<file path="config.mk">
export PLATFORM = sky130hd
export DESIGN_NAME = dly_tap_seq
export DESIGN_NICKNAME = d
export VERILOG_FILES = /design/src/rtl/dly_ctrl_pkg.sv /design/src/rtl/dly_tap_ramp.sv /design/src/rtl/dly_tap_seq.sv
export SDC_FILE = /design/constraint.sdc
export NUM_CORES = 1
export LEC_CHECK = 0
export ABC_AREA = 1
export BUFFER_PORTS_ARGS = -buffer_cell sky130_fd_sc_hd__buf_2
export CAP_MARGIN = 20
export CORE_ASPECT_RATIO = 0.5
export CORE_UTILIZATION = 36
export DETAILED_ROUTE_END_ITERATION = 12
export HOLD_SLACK_MARGIN = 0.08
export MAX_ROUTING_LAYER = met4
export PLACE_DENSITY = 0.58
export SYNTH_ARGS = -nofsm -noshare
export SYNTH_HDL_FRONTEND = slang
export SYNTH_SLANG_ARGS = --single-unit
</file>
<file path="constraint.sdc">
create_clock -name i_clk -period 2.75 [get_ports i_clk]
set_clock_uncertainty 0.1 [all_clocks]
set_input_delay 0.275 -clock i_clk [delete_from_list [all_inputs] [get_ports i_clk]]
set_output_delay 0.275 -clock i_clk [all_outputs]
set_load 0.03 [all_outputs]
</file>
<file path="src/rtl/dly_ctrl_pkg.sv">
// Shared types and default parameters for the delay-line tap sequencer.
package dly_ctrl_pkg;

  typedef enum logic [1:0] {
    IDLE,
    STEP,
    SETTLE
  } tap_state_e;

  localparam int DEF_NUM_CH     = 4;
  localparam int DEF_TAP_W      = 8;
  localparam int DEF_SETTLE_CYC = 4;
  localparam int DEF_RESET_TAP  = 0;

endpackage

</file>
<file path="src/rtl/dly_tap_ramp.sv">
// Single-channel tap FSM: moves the code to a latched target by jump or
// unit-step ramp, holding SETTLE_CYC cycles after every code change.
module dly_tap_ramp
  import dly_ctrl_pkg::*;
#(
  parameter int TAP_W      = DEF_TAP_W,
  parameter int SETTLE_CYC = DEF_SETTLE_CYC,
  parameter int RESET_TAP  = DEF_RESET_TAP
) (
  input  logic             i_clk,
  input  logic             i_rst,
  input  logic             i_load,
  input  logic [TAP_W-1:0] i_tap,
  input  logic             i_jump,
  output logic             o_busy,
  output logic             o_done,
  output logic [TAP_W-1:0] o_tap
);

  localparam int               CNT_W    = (SETTLE_CYC > 1) ? $clog2(SETTLE_CYC) : 1;
  localparam logic [CNT_W-1:0] CNT_LOAD = CNT_W'(SETTLE_CYC - 1);
  localparam logic [TAP_W-1:0] RST_CODE = TAP_W'(RESET_TAP);

  tap_state_e       state_q, state_d;
  logic [TAP_W-1:0] cur_q, cur_d;
  logic [TAP_W-1:0] tgt_q, tgt_d;
  logic             jump_q, jump_d;
  logic [CNT_W-1:0] cnt_q, cnt_d;
  logic             busy_q, busy_d;
  logic             done_q, done_d;

  always_comb begin
    state_d = state_q;
    cur_d   = cur_q;
    tgt_d   = tgt_q;
    jump_d  = jump_q;
    cnt_d   = cnt_q;
    busy_d  = busy_q;
    done_d  = 1'b0;
    case (state_q)
      IDLE: begin
        if (i_load) begin
          tgt_d   = i_tap;
          jump_d  = i_jump;
          busy_d  = 1'b1;
          state_d = STEP;
        end
      end
      STEP: begin
        if (cur_q == tgt_q) begin
          busy_d  = 1'b0;
          done_d  = 1'b1;
          state_d = IDLE;
        end else begin
          // Direction from magnitude compare, so the ramp can never wrap.
          if (jump_q)             cur_d = tgt_q;
          else if (tgt_q > cur_q) cur_d = cur_q + 1'b1;
          else                    cur_d = cur_q - 1'b1;
          cnt_d   = CNT_LOAD;
          state_d = SETTLE;
        end
      end
      SETTLE: begin
        if (cnt_q == '0) begin
          if (cur_q == tgt_q) begin
            busy_d  = 1'b0;
            done_d  = 1'b1;
            state_d = IDLE;
          end else begin
            state_d = STEP;
          end
        end else begin
          cnt_d = cnt_q - 1'b1;
        end
      end
      default: begin
        busy_d  = 1'b0;
        state_d = IDLE;
      end
    endcase
  end

  always_ff @(posedge i_clk) begin
    if (i_rst) begin
      state_q <= IDLE;
      cur_q   <= RST_CODE;
      tgt_q   <= RST_CODE;
      jump_q  <= 1'b0;
      cnt_q   <= '0;
      busy_q  <= 1'b0;
      done_q  <= 1'b0;
    end else begin
      state_q <= state_d;
      cur_q   <= cur_d;
      tgt_q   <= tgt_d;
      jump_q  <= jump_d;
      cnt_q   <= cnt_d;
      busy_q  <= busy_d;
      done_q  <= done_d;
    end
  end

  assign o_busy = busy_q;
  assign o_done = done_q;
  assign o_tap  = cur_q;

endmodule

</file>
<file path="src/rtl/dly_tap_seq.sv">
// Multi-channel delay-line tap sequencer: request decode, ready mux,
// out-of-range error pulse and one dly_tap_ramp per channel.
module dly_tap_seq
  import dly_ctrl_pkg::*;
#(
  parameter int  NUM_CH     = DEF_NUM_CH,
  parameter int  TAP_W      = DEF_TAP_W,
  parameter int  SETTLE_CYC = DEF_SETTLE_CYC,
  parameter int  RESET_TAP  = DEF_RESET_TAP,
  localparam int CH_W       = (NUM_CH > 1) ? $clog2(NUM_CH) : 1
) (
  input  logic                    i_clk,
  input  logic                    i_rst,
  input  logic                    i_req_valid,
  output logic                    o_req_ready,
  input  logic [CH_W-1:0]         i_req_ch,
  input  logic [TAP_W-1:0]        i_req_tap,
  input  logic                    i_req_jump,
  output logic [NUM_CH*TAP_W-1:0] o_tap,
  output logic [NUM_CH-1:0]       o_busy,
  output logic [NUM_CH-1:0]       o_done,
  output logic                    o_err
);

  localparam logic [CH_W:0] NUM_CH_L = NUM_CH[CH_W:0];

  logic [(2**CH_W)-1:0] busy_pad;
  logic [NUM_CH-1:0]    load;
  logic                 ch_oor;
  logic                 accept;
  logic                 err_q, err_d;

  assign ch_oor = ({1'b0, i_req_ch} >= NUM_CH_L);

  // Padded so an out-of-range channel index never selects past the bus.
  always_comb begin
    busy_pad             = '0;
    busy_pad[NUM_CH-1:0] = o_busy;
  end

  assign o_req_ready = ch_oor | ~busy_pad[i_req_ch];
  assign accept      = i_req_valid & o_req_ready;
  assign err_d       = accept & ch_oor;

  always_ff @(posedge i_clk) begin
    if (i_rst) err_q <= 1'b0;
    else       err_q <= err_d;
  end

  assign o_err = err_q;

  for (genvar k = 0; k < NUM_CH; k++) begin : g_ch
    assign load[k] = accept & ~ch_oor & (i_req_ch == CH_W'(k));

    dly_tap_ramp #(
      .TAP_W      (TAP_W),
      .SETTLE_CYC (SETTLE_CYC),
      .RESET_TAP  (RESET_TAP)
    ) u_ramp (
      .i_clk  (i_clk),
      .i_rst  (i_rst),
      .i_load (load[k]),
      .i_tap  (i_req_tap),
      .i_jump (i_req_jump),
      .o_busy (o_busy[k]),
      .o_done (o_done[k]),
      .o_tap  (o_tap[k*TAP_W +: TAP_W])
    );
  end

endmodule
</file>
==> results.json <==
{
  "status": "completed",
  "cts_hold_buffers": 0,
  "synth_cell_type_count": 33,
  "post-route-min-period_ns": 2.58,
  "min-delay-start": "i_req_tap[3]",
  "setup_violations": 0,
  "slew_headroom": 0.666,
  "r2r_slack_ns": 0.17,
  "criticalPathCategory": "reg2reg",
  "ys_warn_count": 0,
  "period_share": 0.937,
  "htreeDepth": 3,
  "die_h_um": 93.4,
  "cts_inserted_buffers": 9,
  "slew_violations": 0,
  "synthTopCellsByArea": "dfxtp_1 (31%), ha_1 (17%), a21oi_1 (10%)",
  "synth_top_area_frac": 0.307,
  "dp_slack_ns": 0.0838,
  "path_max_fanout": 8,
  "nets": 1032,
  "pin_count": 56,
  "fmax_mhz": 388,
  "syn-mean-instance-area_um2": 7.07,
  "seq_area_frac_synth": 0.307,
  "ff2ff_path_depth": 16,
  "antenna_found_initial": 0,
  "synth_seq_cells": 92,
  "vias": 5577,
  "ff_latch_area_um2": 1880,
  "grt_pass1_wl_mm": 25.4,
  "arrival_ns": 2.70,
  "worst_r2r_startpoint": "g_ch[2].u_ramp.o_tap[7]",
  "setup.worst_path.start_class": "flip-flop",
  "yosysTopAreaCell": "dfxtp_1",
  "place_inst": 1129,
  "grt_pass1_vias": 5322,
  "hold_slack_ns": 0.141,
  "place.gp.congestion": 0.844,
  "drt_wl_total_mm": 15.0,
  "rsz0062_at_grt": "yes",
  "core_um2": 15900,
  "utilization": 0.468,
  "syn_nets": 948,
  "worst_pin_slew_ns": 0.500,
  "area_growth_pct": 23.4,
  "clk_latency_ns": 0.34,
  "root_buffer": "clkbuf_16",
  "drc": 0,
  "ant_nets": 0,
  "hpwl_mm": 10.9,
  "whs_path_depth": 3,
  "dr.pass1.iters": 4,
  "vias_per_cell": 4.81,
  "clock_path_buffers": 2,
  "hold_end": "g_ch[1].u_ramp.tgt_q[3]",
  "synthCells": 850,
  "most-common-layout-cells": "nand2_1 (141), a21oi_1 (113), inv_1 (111)",
  "cts_num_sinks": 92,
  "die_x_um": 185,
  "clk_pin_slew_worst_paths_ns": 0.07,
  "die_area_um2": 17200,
  "portBuffers": 54,
  "multi_input_area_um2": 3860,
  "drive_gt1_frac": 0.203,
  "endpoint_kind": "flip-flop",
  "drt-initial-drc-count": 223,
  "setup_ws_ns": 0.174,
  "diodes": 0,
  "grt_use_total": 0.189,
  "rows": 32,
  "synth_area_um2": 6010,
  "wl_per_cell_um": 12.9,
  "layout_commonest_cell": "nand2_1",
  "cts_tree": "yes",
  "hp-class": "in2reg",
  "final_cells": 1160,
  "drv_cap": 0,
  "regToRegEndpoint": "g_ch[2].u_ramp.o_tap[6]",
  "grt_overflow": 0,
  "grt_max_degree": 49,
  "hold_viol": 0,
  "n_fill_cell": 1628,
  "start_util": 0.379,
  "required_ns": 2.87
}
-- synthesized netlist by cell type --
cell type and instances:
xnor2_1 7, clkbuf_1 14, nand3_1 30, o21ai_1 2, xor2_1 7, a21oi_1 120
buf_2 1, a211oi_1 9, or2_2 1, nor2_4 1, nand4_1 5, dfxtp_1 92
o21ai_0 75, buf_6 2, a21oi_2 1, inv_1 111, nand2_1 152, o21ai_2 1
a31oi_1 8, nor2_2 2, nor3b_4 1, nor3_1 8, inv_2 4, ha_1 80
o211ai_1 4, clkinv_1 1, buf_1 1, buf_4 9, nor2_1 90, a21o_1 4
fa_1 4, conb_1 1, nand2_2 2
-- per-stage QoR --
stage	cell area [um^2]	setup TNS, ns
after global placement	6650	0
after floorplan	6030	-0.00960
after global routing	7410	-0.171
after detailed placement	6650	0
after CTS	6990	0
final	7410	0
-- critical path: stages (launching register included) --
cell	delay, ns
dfxtp_2	0.35
inv_1	0.07
ha_1	0.31
nand2_1	0.09
nor2_2	0.11
nand4_1	0.19
nand2_4	0.20
ha_4	0.24
a21oi_1	0.16
nand2_2	0.08
nand2_1	0.06
nand2_1	0.06
a21oi_2	0.13
xor2_1	0.14
nand2_1	0.06
nand2_1	0.05
a21oi_1	0.05
-- how the worst max path moves through the flow --
| stage | start | endpoint | slack [ns] | cells past startpoint |
|---|---|---|---|---|
| 4_1_cts | g_ch[0].u_ramp.o_tap[3] | g_ch[0].u_ramp.o_tap[6] | 0.06 | 19 |
| 3_5_place_dp | g_ch[0].u_ramp.o_tap[2] | g_ch[0].u_ramp.o_tap[6] | 0.08 | 19 |
| 6_report | g_ch[2].u_ramp.o_tap[7] | g_ch[2].u_ramp.o_tap[6] | 0.17 | 16 |
| 5_1_grt | g_ch[0].u_ramp.o_tap[3] | g_ch[0].u_ramp.o_tap[6] | -0.07 | 19 |
| 3_3_place_gp | g_ch[3].u_ramp.o_tap[3] | g_ch[3].u_ramp.o_tap[6] | 0.09 | 19 |
| 2_1_floorplan | g_ch[1].u_ramp.o_tap[6] | g_ch[1].u_ramp.o_tap[6] | -0.01 | 16 |
-- metal layers --
metal,wire length (um),share of wire,GRT usage,vias to the layer above
met4,136,0.0091,0.0406,0
li1,-,-,-,2957
met3,573,0.038,0.0319,12
met2,6570,0.44,0.298,83
met1,7720,0.51,0.253,2525
met5,0,0,-,-
-- sequential cells by signal (all words and copies together) (netlist names) --
register,count
g_ch.u_ramp.tgt_q,32
g_ch.u_ramp.o_busy,4
g_ch.u_ramp.state_q,8
g_ch.u_ramp.jump_q,4
g_ch.u_ramp.o_done,4
g_ch.u_ramp.o_tap,32
g_ch.u_ramp.cnt_q,8
-- cell families after synthesis --
| logic type | count (synthesis) | synth area share |
|---|---|---|
| other | 1 | 0.000624 |
| buffers and inverters | 143 | 0.0977 |
| DFF | 92 | 0.307 |
| AOI/OAI and AO/OA | 224 | 0.197 |
| adders and majority gates | 84 | 0.180 |
| xor gates and xnor gates | 14 | 0.0204 |
| and+or+nand+nor | 292 | 0.198 |
-- final cells by class --
class,instances,share of cell area
clock inverter,7,0.0155
timing repair buffer,100,0.0840
inverter,116,0.0587
tap,221,0.0373
clock buffer,9,0.0304
sequential,92,0.253
multi-input combinational,615,0.521
-- timing repair --
item	4_1_cts	5_1_grt
endpoints found under the hold margin	0	0
buffers inserted	0	15
gates resized for setup	0	65
setup endpoints to repair	0	17
Power is left out: the tool's default activity adds up to more than one toggle a clock period on the data nets, which glitch-free logic cannot reach.
